**config.mk**
```make
export PLATFORM = sky130hd
export DESIGN_NAME = dump_gate_drv
export DESIGN_NICKNAME = d
export VERILOG_FILES = /design/src/rtl/dump_drv_pkg.sv /design/src/rtl/dump_drv_cnt.sv /design/src/rtl/dump_gate_drv.sv
export SDC_FILE = /design/constraint.sdc
export NUM_CORES = 1
export LEC_CHECK = 0
export BUFFER_PORTS_ARGS = -buffer_cell sky130_fd_sc_hd__buf_2
export CORE_ASPECT_RATIO = 1.25
export CORE_MARGIN = 1.5
export CORE_UTILIZATION = 59
export CTS_BUF_LIST = sky130_fd_sc_hd__clkbuf_4
export CTS_CLUSTER_DIAMETER = 120
export DETAILED_ROUTE_END_ITERATION = 10
export PLACE_DENSITY = 0.88
export SLEW_MARGIN = 10
export SYNTH_ARGS = -nofsm -noshare
export SYNTH_HDL_FRONTEND = slang
export SYNTH_HIERARCHICAL = 1
export SYNTH_SLANG_ARGS = --single-unit
```
**constraint.sdc**
```tcl
create_clock -name clk_sys -period 3.6 [get_ports clk_sys]
set_input_delay 0.72 -clock clk_sys [delete_from_list [all_inputs] [get_ports clk_sys]]
set_output_delay 0.72 -clock clk_sys [all_outputs]
set_load 0.05 [all_outputs]
```
**src/rtl/dump_drv_pkg.sv**
```systemverilog
// dump_drv_pkg: shared state encoding, fault codes and reset defaults for the
// DUMP gate driver.
package dump_drv_pkg;

    typedef enum logic [2:0] {
        ST_IDLE  = 3'd0,
        ST_ON    = 3'd1,
        ST_OFF   = 3'd2,
        ST_DEAD  = 3'd3,
        ST_FAULT = 3'd4
    } state_t;

    localparam logic [1:0] FC_NONE = 2'b00;
    localparam logic [1:0] FC_EXT  = 2'b01;
    localparam logic [1:0] FC_WDOG = 2'b10;

    // Dead-time 1.0 us and max-on 500 us at 10 MHz
    localparam int unsigned DEAD_DEFAULT_VAL = 10;
    localparam int unsigned WDOG_DEFAULT_VAL = 5000;

    // Map the two level requests onto the steady state they ask for
    function automatic state_t decode_req(input logic on_req, input logic off_req);
        if (on_req && !off_req) begin
            return ST_ON;
        end else if (off_req && !on_req) begin
            return ST_OFF;
        end
        return ST_IDLE;
    endfunction

endpackage

```
**src/rtl/dump_drv_cnt.sv**
```systemverilog
// dump_drv_cnt: loadable down-counter; holds at zero, load wins over enable.
// Flags: zero (count is 0) and last (count is 1, expires on the next enabled edge).
module dump_drv_cnt #(
    parameter int unsigned W = 8
) (
    input  logic         clk,
    input  logic         rst,
    input  logic         load,
    input  logic         en,
    input  logic [W-1:0] load_val,
    output logic         zero,
    output logic         last
);

    logic [W-1:0] cnt;

    // Count register: load, else decrement while enabled and non-zero
    always_ff @(posedge clk) begin
        if (rst) begin
            cnt <= '0;
        end else if (load) begin
            cnt <= load_val;
        end else if (en && (cnt != '0)) begin
            cnt <= cnt - W'(1);
        end
    end

    // Status flags decoded from the current count
    always_comb begin
        zero = (cnt == '0);
        last = (cnt == W'(1));
    end

endmodule

```
**src/rtl/dump_gate_drv.sv**
```systemverilog
// dump_gate_drv: converts DUMP dump_on/dump_off requests into mutually exclusive
// q_on/q_off gate drives with dead-time, a max-on watchdog and latched faults.
// Optional macro DUMP_DRV_FAULT_SYNC_EN: fault_in passes a 2-flop synchronizer
// (default build registers it once).
module dump_gate_drv
    import dump_drv_pkg::*;
#(
    parameter int unsigned          DEAD_W       = 8,
    parameter int unsigned          WDOG_W       = 16,
    parameter logic [DEAD_W-1:0]    DEAD_DEFAULT = DEAD_W'(DEAD_DEFAULT_VAL),
    parameter logic [WDOG_W-1:0]    WDOG_DEFAULT = WDOG_W'(WDOG_DEFAULT_VAL)
) (
    input  logic              clk_sys,
    input  logic              rst,
    input  logic              dump_on,
    input  logic              dump_off,
    input  logic              dead_load,
    input  logic [DEAD_W-1:0] dead_para,
    input  logic              wdog_load,
    input  logic [WDOG_W-1:0] wdog_para,
    input  logic              fault_in,
    input  logic              fault_clr,
    output logic              q_on,
    output logic              q_off,
    output logic              busy,
    output logic              fault,
    output logic [1:0]        fault_code
);

    state_t            state, state_nxt;
    state_t            req_st;
    logic [1:0]        code_nxt;
    logic [DEAD_W-1:0] dead_reg;
    logic [WDOG_W-1:0] wdog_reg;
    logic [DEAD_W-1:0] dead_init;
    logic              fault_s;
    logic              dead_ld, dead_en, dead_zero, dead_last, dead_done;
    logic              wdog_ld, wdog_en, wdog_zero, wdog_last, wdog_trip;

`ifdef DUMP_DRV_FAULT_SYNC_EN
    logic fault_meta;

    // Two-stage synchronizer for the asynchronous overcurrent input
    always_ff @(posedge clk_sys) begin
        if (rst) begin
            fault_meta <= 1'b0;
            fault_s    <= 1'b0;
        end else begin
            fault_meta <= fault_in;
            fault_s    <= fault_meta;
        end
    end
`else
    // Single capture register for a fault source already in the clk_sys domain
    always_ff @(posedge clk_sys) begin
        if (rst) begin
            fault_s <= 1'b0;
        end else begin
            fault_s <= fault_in;
        end
    end
`endif

    // Programmable dead-time and max-on registers; used at the next entry only
    always_ff @(posedge clk_sys) begin
        if (rst) begin
            dead_reg <= DEAD_DEFAULT;
            wdog_reg <= WDOG_DEFAULT;
        end else begin
            if (dead_load) begin
                dead_reg <= dead_para;
            end
            if (wdog_load) begin
                wdog_reg <= wdog_para;
            end
        end
    end

    dump_drv_cnt #(.W(DEAD_W)) u_dead_cnt (
        .clk      (clk_sys),
        .rst      (rst),
        .load     (dead_ld),
        .en       (dead_en),
        .load_val (dead_init),
        .zero     (dead_zero),
        .last     (dead_last)
    );

    dump_drv_cnt #(.W(WDOG_W)) u_wdog_cnt (
        .clk      (clk_sys),
        .rst      (rst),
        .load     (wdog_ld),
        .en       (wdog_en),
        .load_val (wdog_reg),
        .zero     (wdog_zero),
        .last     (wdog_last)
    );

    // Counter control: load on state entry, count while resident
    always_comb begin
        dead_init = (dead_reg == '0) ? DEAD_W'(1) : dead_reg;
        dead_ld   = (state_nxt == ST_DEAD) && (state != ST_DEAD);
        dead_en   = (state == ST_DEAD);
        wdog_ld   = (state_nxt == ST_ON) && (state != ST_ON);
        wdog_en   = (state == ST_ON);
        // Exit on the last counted cycle; zero also exits so DEAD can never stall
        dead_done = dead_last || dead_zero;
        // A watchdog loaded with 0 stays at zero and never trips
        wdog_trip = wdog_last && !wdog_zero;
    end

    // Next-state and fault-code decode; external fault overrides everything
    always_comb begin
        state_nxt = state;
        code_nxt  = fault_code;
        req_st    = decode_req(dump_on, dump_off);
        case (state)
            ST_IDLE: begin
                state_nxt = req_st;
            end
            ST_ON: begin
                if (req_st != ST_ON) begin
                    state_nxt = ST_DEAD;
                end else if (wdog_trip) begin
                    state_nxt = ST_FAULT;
                    code_nxt  = FC_WDOG;
                end
            end
            ST_OFF: begin
                if (req_st != ST_OFF) begin
                    state_nxt = ST_DEAD;
                end
            end
            ST_DEAD: begin
                if (dead_done) begin
                    state_nxt = req_st;
                end
            end
            ST_FAULT: begin
                if (fault_clr && !fault_s) begin
                    state_nxt = ST_DEAD;
                    code_nxt  = FC_NONE;
                end
            end
            default: begin
                state_nxt = ST_IDLE;
            end
        endcase
        if (fault_s && (state != ST_FAULT)) begin
            state_nxt = ST_FAULT;
            code_nxt  = FC_EXT;
        end
    end

    // State and registered outputs, decoded from the next state
    always_ff @(posedge clk_sys) begin
        if (rst) begin
            state      <= ST_IDLE;
            q_on       <= 1'b0;
            q_off      <= 1'b0;
            busy       <= 1'b0;
            fault      <= 1'b0;
            fault_code <= FC_NONE;
        end else begin
            state      <= state_nxt;
            q_on       <= (state_nxt == ST_ON);
            q_off      <= (state_nxt == ST_OFF);
            busy       <= (state_nxt != ST_IDLE);
            fault      <= (state_nxt == ST_FAULT);
            fault_code <= code_nxt;
        end
    end

endmodule

```
==> impl_summary.md <==
Die
The die extent in y is 81.0 um. The die extent in x is 65.4 um. During I/O placement, the number of pins put on the boundary was 38. The floorplan core area is 4690 um^2.

The count of standard-cell rows is 28. The starting density of the core is 61.1%. The die footprint is 5290 um^2.

Timing
The total count of hold-check failures in the final report is 0. The final setup skew is 13.8 ps. The maximum clock frequency is 0.313 GHz.

Setup repair after global routing left no endpoint under its margin. Setup violations remaining at the end of the flow were counted as 0. The number of max-slew violations in the final report is 0. In the finished design, the share of the clock period the worst path needs comes to 88.8%. The worst hold slack across all endpoints is 492 ps. Once routing completed, OpenROAD measured the worst setup slack at 403 ps. In the final timing run, aggregate negative setup slack is 0 ps. The time the worst path needs with I/O delays and setup is 3200 ps. The pin slew with the least headroom to its limit is 987 ps.

In this run the tightest slew margin relative to its limit is 34.2%.

Synthesis
Counting flops and latches in the post-synthesis netlist gives 58. Among all flip-flop cells after synthesis, the most frequent one is sky130_fd_sc_hd__dfxtp_1. Counting every net in the synthesized netlist gives 359. The synthesized design spends more area on one cell type than any other, namely sky130_fd_sc_hd__dfxtp_1. The share of the Yosys chip area taken by registers is 40.5%. The gate count after technology mapping is 322. The cell area after synthesis is 2870 um^2. The number of different library cells in the post-synthesis netlist is 59. Counting flops with a built-in enable in the synthesized netlist gives 0. The average size of a mapped cell is 8.91 um^2.

Sorting the synthesized cells by area gives the leading types as sky130_fd_sc_hd__dfxtp_1, sky130_fd_sc_hd__mux2i_1, sky130_fd_sc_hd__nor2_1. The synthesis warning total is 6. In the synthesized netlist the async set-or-reset flop fraction comes to 0%. The area share of the leading cell type in the synthesized netlist is 40.5%.

Power
The register share of total power is 47.2%. The power density over the cells is 512 nW/um^2. Across the VDD grid, the largest voltage drop is 312 uV. Summed over all nets, the switching power comes to 0.577 mW.

The combinational share of power is 29.9%. The net switching share of the total power is 35.2%. The static leakage power is 1.27 nW. The overall power after layout is 1.64 mW. The clock network power share is 23.0%. Cell internal power was estimated by the tool at 1.06 mW.

Global route
Global routing used 24.0% of the available tracks. The met2 global-route usage is 43.3%. For met3 alone, demand over resource in global routing was 5.82%. The initial antenna violation count came to 0. The via count of the first global-routing pass is 2,292.

The most crowded layer after global routing is met2. The met1 track demand over resource in global routing is 26.2%. The total overflow left after global routing is 0. The first-pass GRT wire length is 9670 um.

Entering global routing, the biggest net connects 57 pins.

Clock network
The clock drives 58 sinks. In this run the number of H-tree levels came out at 3. Clock-pin slew was measured on the worst setup and hold paths at 90 ps. The later pin in the worst-skew pair is clocked with a latency of 400 ps. The number of buffers on the longest clock path is 2. The buffer type at the clock tree root is sky130_fd_sc_hd__clkbuf_4. In this run, CTS created clock tree buffers numbering 9. The post-CTS setup buffer count is 0. The clock tree from TritonCTS is done.

Route
The count of nets left with antenna violations once routing finished came out at 0. Wires add up to 5980 um. The average wire per standard cell is 14.3 um. The count of unresolved DRC violations after routing is 0. The overall via count from detail_route is 2,463. After the first detailed-routing iteration, the DRC count stood at 125. The first TritonRoute pass finished after 4 iterations. After detailed routing, the number of vias per cell comes to 5.88.

Placement
The final weighted congestion in routability-driven placement is 0.899. The worst slack at placement is 340 ps. The number of placed cells counting well taps is 403. Port buffering added 37 buffers. The placed wire-length estimate is 4390 um. After detailed placement, the total cell area comes to 3090 um^2.

Min path
The worst hold path startpoint is wdog_reg[6]$_SDFFE_PP0P_. The worst hold path belongs to the class reg2reg.

Final layout
The library cell used most frequently in the layout, excluding fill and tap cells, is sky130_fd_sc_hd__dfxtp_1. The net count reported at finish is 391. The library cells used most frequently in the layout, excluding fill and tap cells, are sky130_fd_sc_hd__dfxtp_1, sky130_fd_sc_hd__nor2_1, sky130_fd_sc_hd__buf_2. Summing all non-filler instances in the final layout gives an area of 3200 um^2. Registers take 1160 um^2. The antenna cell count is 0. The multi-input combinational cells in the finished layout cover a total of 1600 um^2. Cells fill 68.2% of the core in the end.

The final cell count without fillers is 419. Compared with the post-synthesis result, the final layout area differs by 11.6%. The filler cells instantiated in the layout total 383. Cells with a size suffix above 1 make up 20.3% of the layout.

Critical path
The critical setup path kind is reg2reg. The required time reported for the critical path endpoint is 3900 ps. The endpoint class of the critical path is a register.

Of all nets on the critical path, the largest fanout is 23. The worst setup path is launched from a register. Data arrives at the worst endpoint at 3500 ps.

The launch point of the worst reg-to-reg path is u_wdog_cnt/cnt[10]$_SDFFE_PP0P_. The beginning of the critical path is u_wdog_cnt/cnt[10]$_SDFFE_PP0P_.

Job
The max-capacitance violation count is 0.

Status
The run finished with clean final reports.
[logic make-up after synthesis]
family / share of synthesized area [%]
AO/OA/AOI/OAI: 15.7
XOR/XNOR: 3.97
adder cells (fa/ha/maj): 2.18
buffers and inverters: 4.14
flip-flops: 40.5
multiplexers: 6.28
AND/OR/NAND/NOR: 27.3
[final timing paths]
kind	endpoint	slack, ps	cells past startpoint
worst min-delay path	u_wdog_cnt/cnt[6]$_SDFFE_PP0P_	490	2
worst max register to register	u_wdog_cnt/cnt[7]$_SDFFE_PP0P_	400	13
worst max-delay path	u_wdog_cnt/cnt[7]$_SDFFE_PP0P_	400	13
worst min register to register	u_wdog_cnt/cnt[6]$_SDFFE_PP0P_	490	2
[cell usage after synthesis (5+ instances only)]
cell and instances:
sky130_fd_sc_hd__nor2b_1 10, sky130_fd_sc_hd__ha_1 5, sky130_fd_sc_hd__inv_1 9, sky130_fd_sc_hd__nor3b_1 5
sky130_fd_sc_hd__dfxtp_1 58, sky130_fd_sc_hd__nor3_1 14, sky130_fd_sc_hd__a211o_1 8, sky130_fd_sc_hd__nand2b_1 5
sky130_fd_sc_hd__a211oi_1 16, sky130_fd_sc_hd__nor2_1 47, sky130_fd_sc_hd__xnor2_1 13, sky130_fd_sc_hd__or3_1 6
sky130_fd_sc_hd__nand2_1 13, sky130_fd_sc_hd__clkbuf_1 18, sky130_fd_sc_hd__mux2i_1 18, sky130_fd_sc_hd__a21oi_1 8
sky130_fd_sc_hd__nor4_1 13
[power by group through the flow]
stage / Sequential [mW] / Combinational (mW) / Clock, mW
floorplan: 0.785 / 0.369 / 0
global placement: 0.782 / 0.470 / 0
detailed placement: 0.786 / 0.483 / 0
CTS: 0.772 / 0.488 / 0.388
global route: 0.783 / 0.541 / 0.418
finish: 0.773 / 0.490 / 0.377
[timing repair]
item,CTS,global route
resized for setup,0,1
endpoints found under the setup margin,0,4
hold endpoints to repair,0,0
hold buffers,0,0
[critical path: stages, from the launching register on]
cell and delay, ps:
sky130_fd_sc_hd__dfxtp_1 360, sky130_fd_sc_hd__or3_1 490, sky130_fd_sc_hd__nor2_1 180, sky130_fd_sc_hd__nand2_1 70, sky130_fd_sc_hd__nor4_1 170, sky130_fd_sc_hd__nor4bb_2 410, sky130_fd_sc_hd__a21oi_1 140, sky130_fd_sc_hd__a21boi_0 360
sky130_fd_sc_hd__nor4b_1 100, sky130_fd_sc_hd__buf_4 180, sky130_fd_sc_hd__clkinv_1 80, sky130_fd_sc_hd__buf_4 230, sky130_fd_sc_hd__nor2_1 80, sky130_fd_sc_hd__a211oi_1 240
[routing by layer]
layer | up-vias | wire, um
met5 | - | 0
li1 | 1232 | -
met3 | 10 | 212
met4 | 0 | 107
met2 | 50 | 3150
met1 | 1171 | 2510
[cell type report]
| type | count | share of cell area (%) |
|---|---|---|
| clock buffer | 10 | 2.35 |
| clock inverter | 6 | 1.06 |
| inverter | 10 | 1.17 |
| multi-input combinational | 233 | 49.8 |
| sequential | 58 | 36.3 |
| tap | 60 | 2.35 |
| timing repair buffer | 42 | 6.96 |
Power figures use the tool's default switching activity.
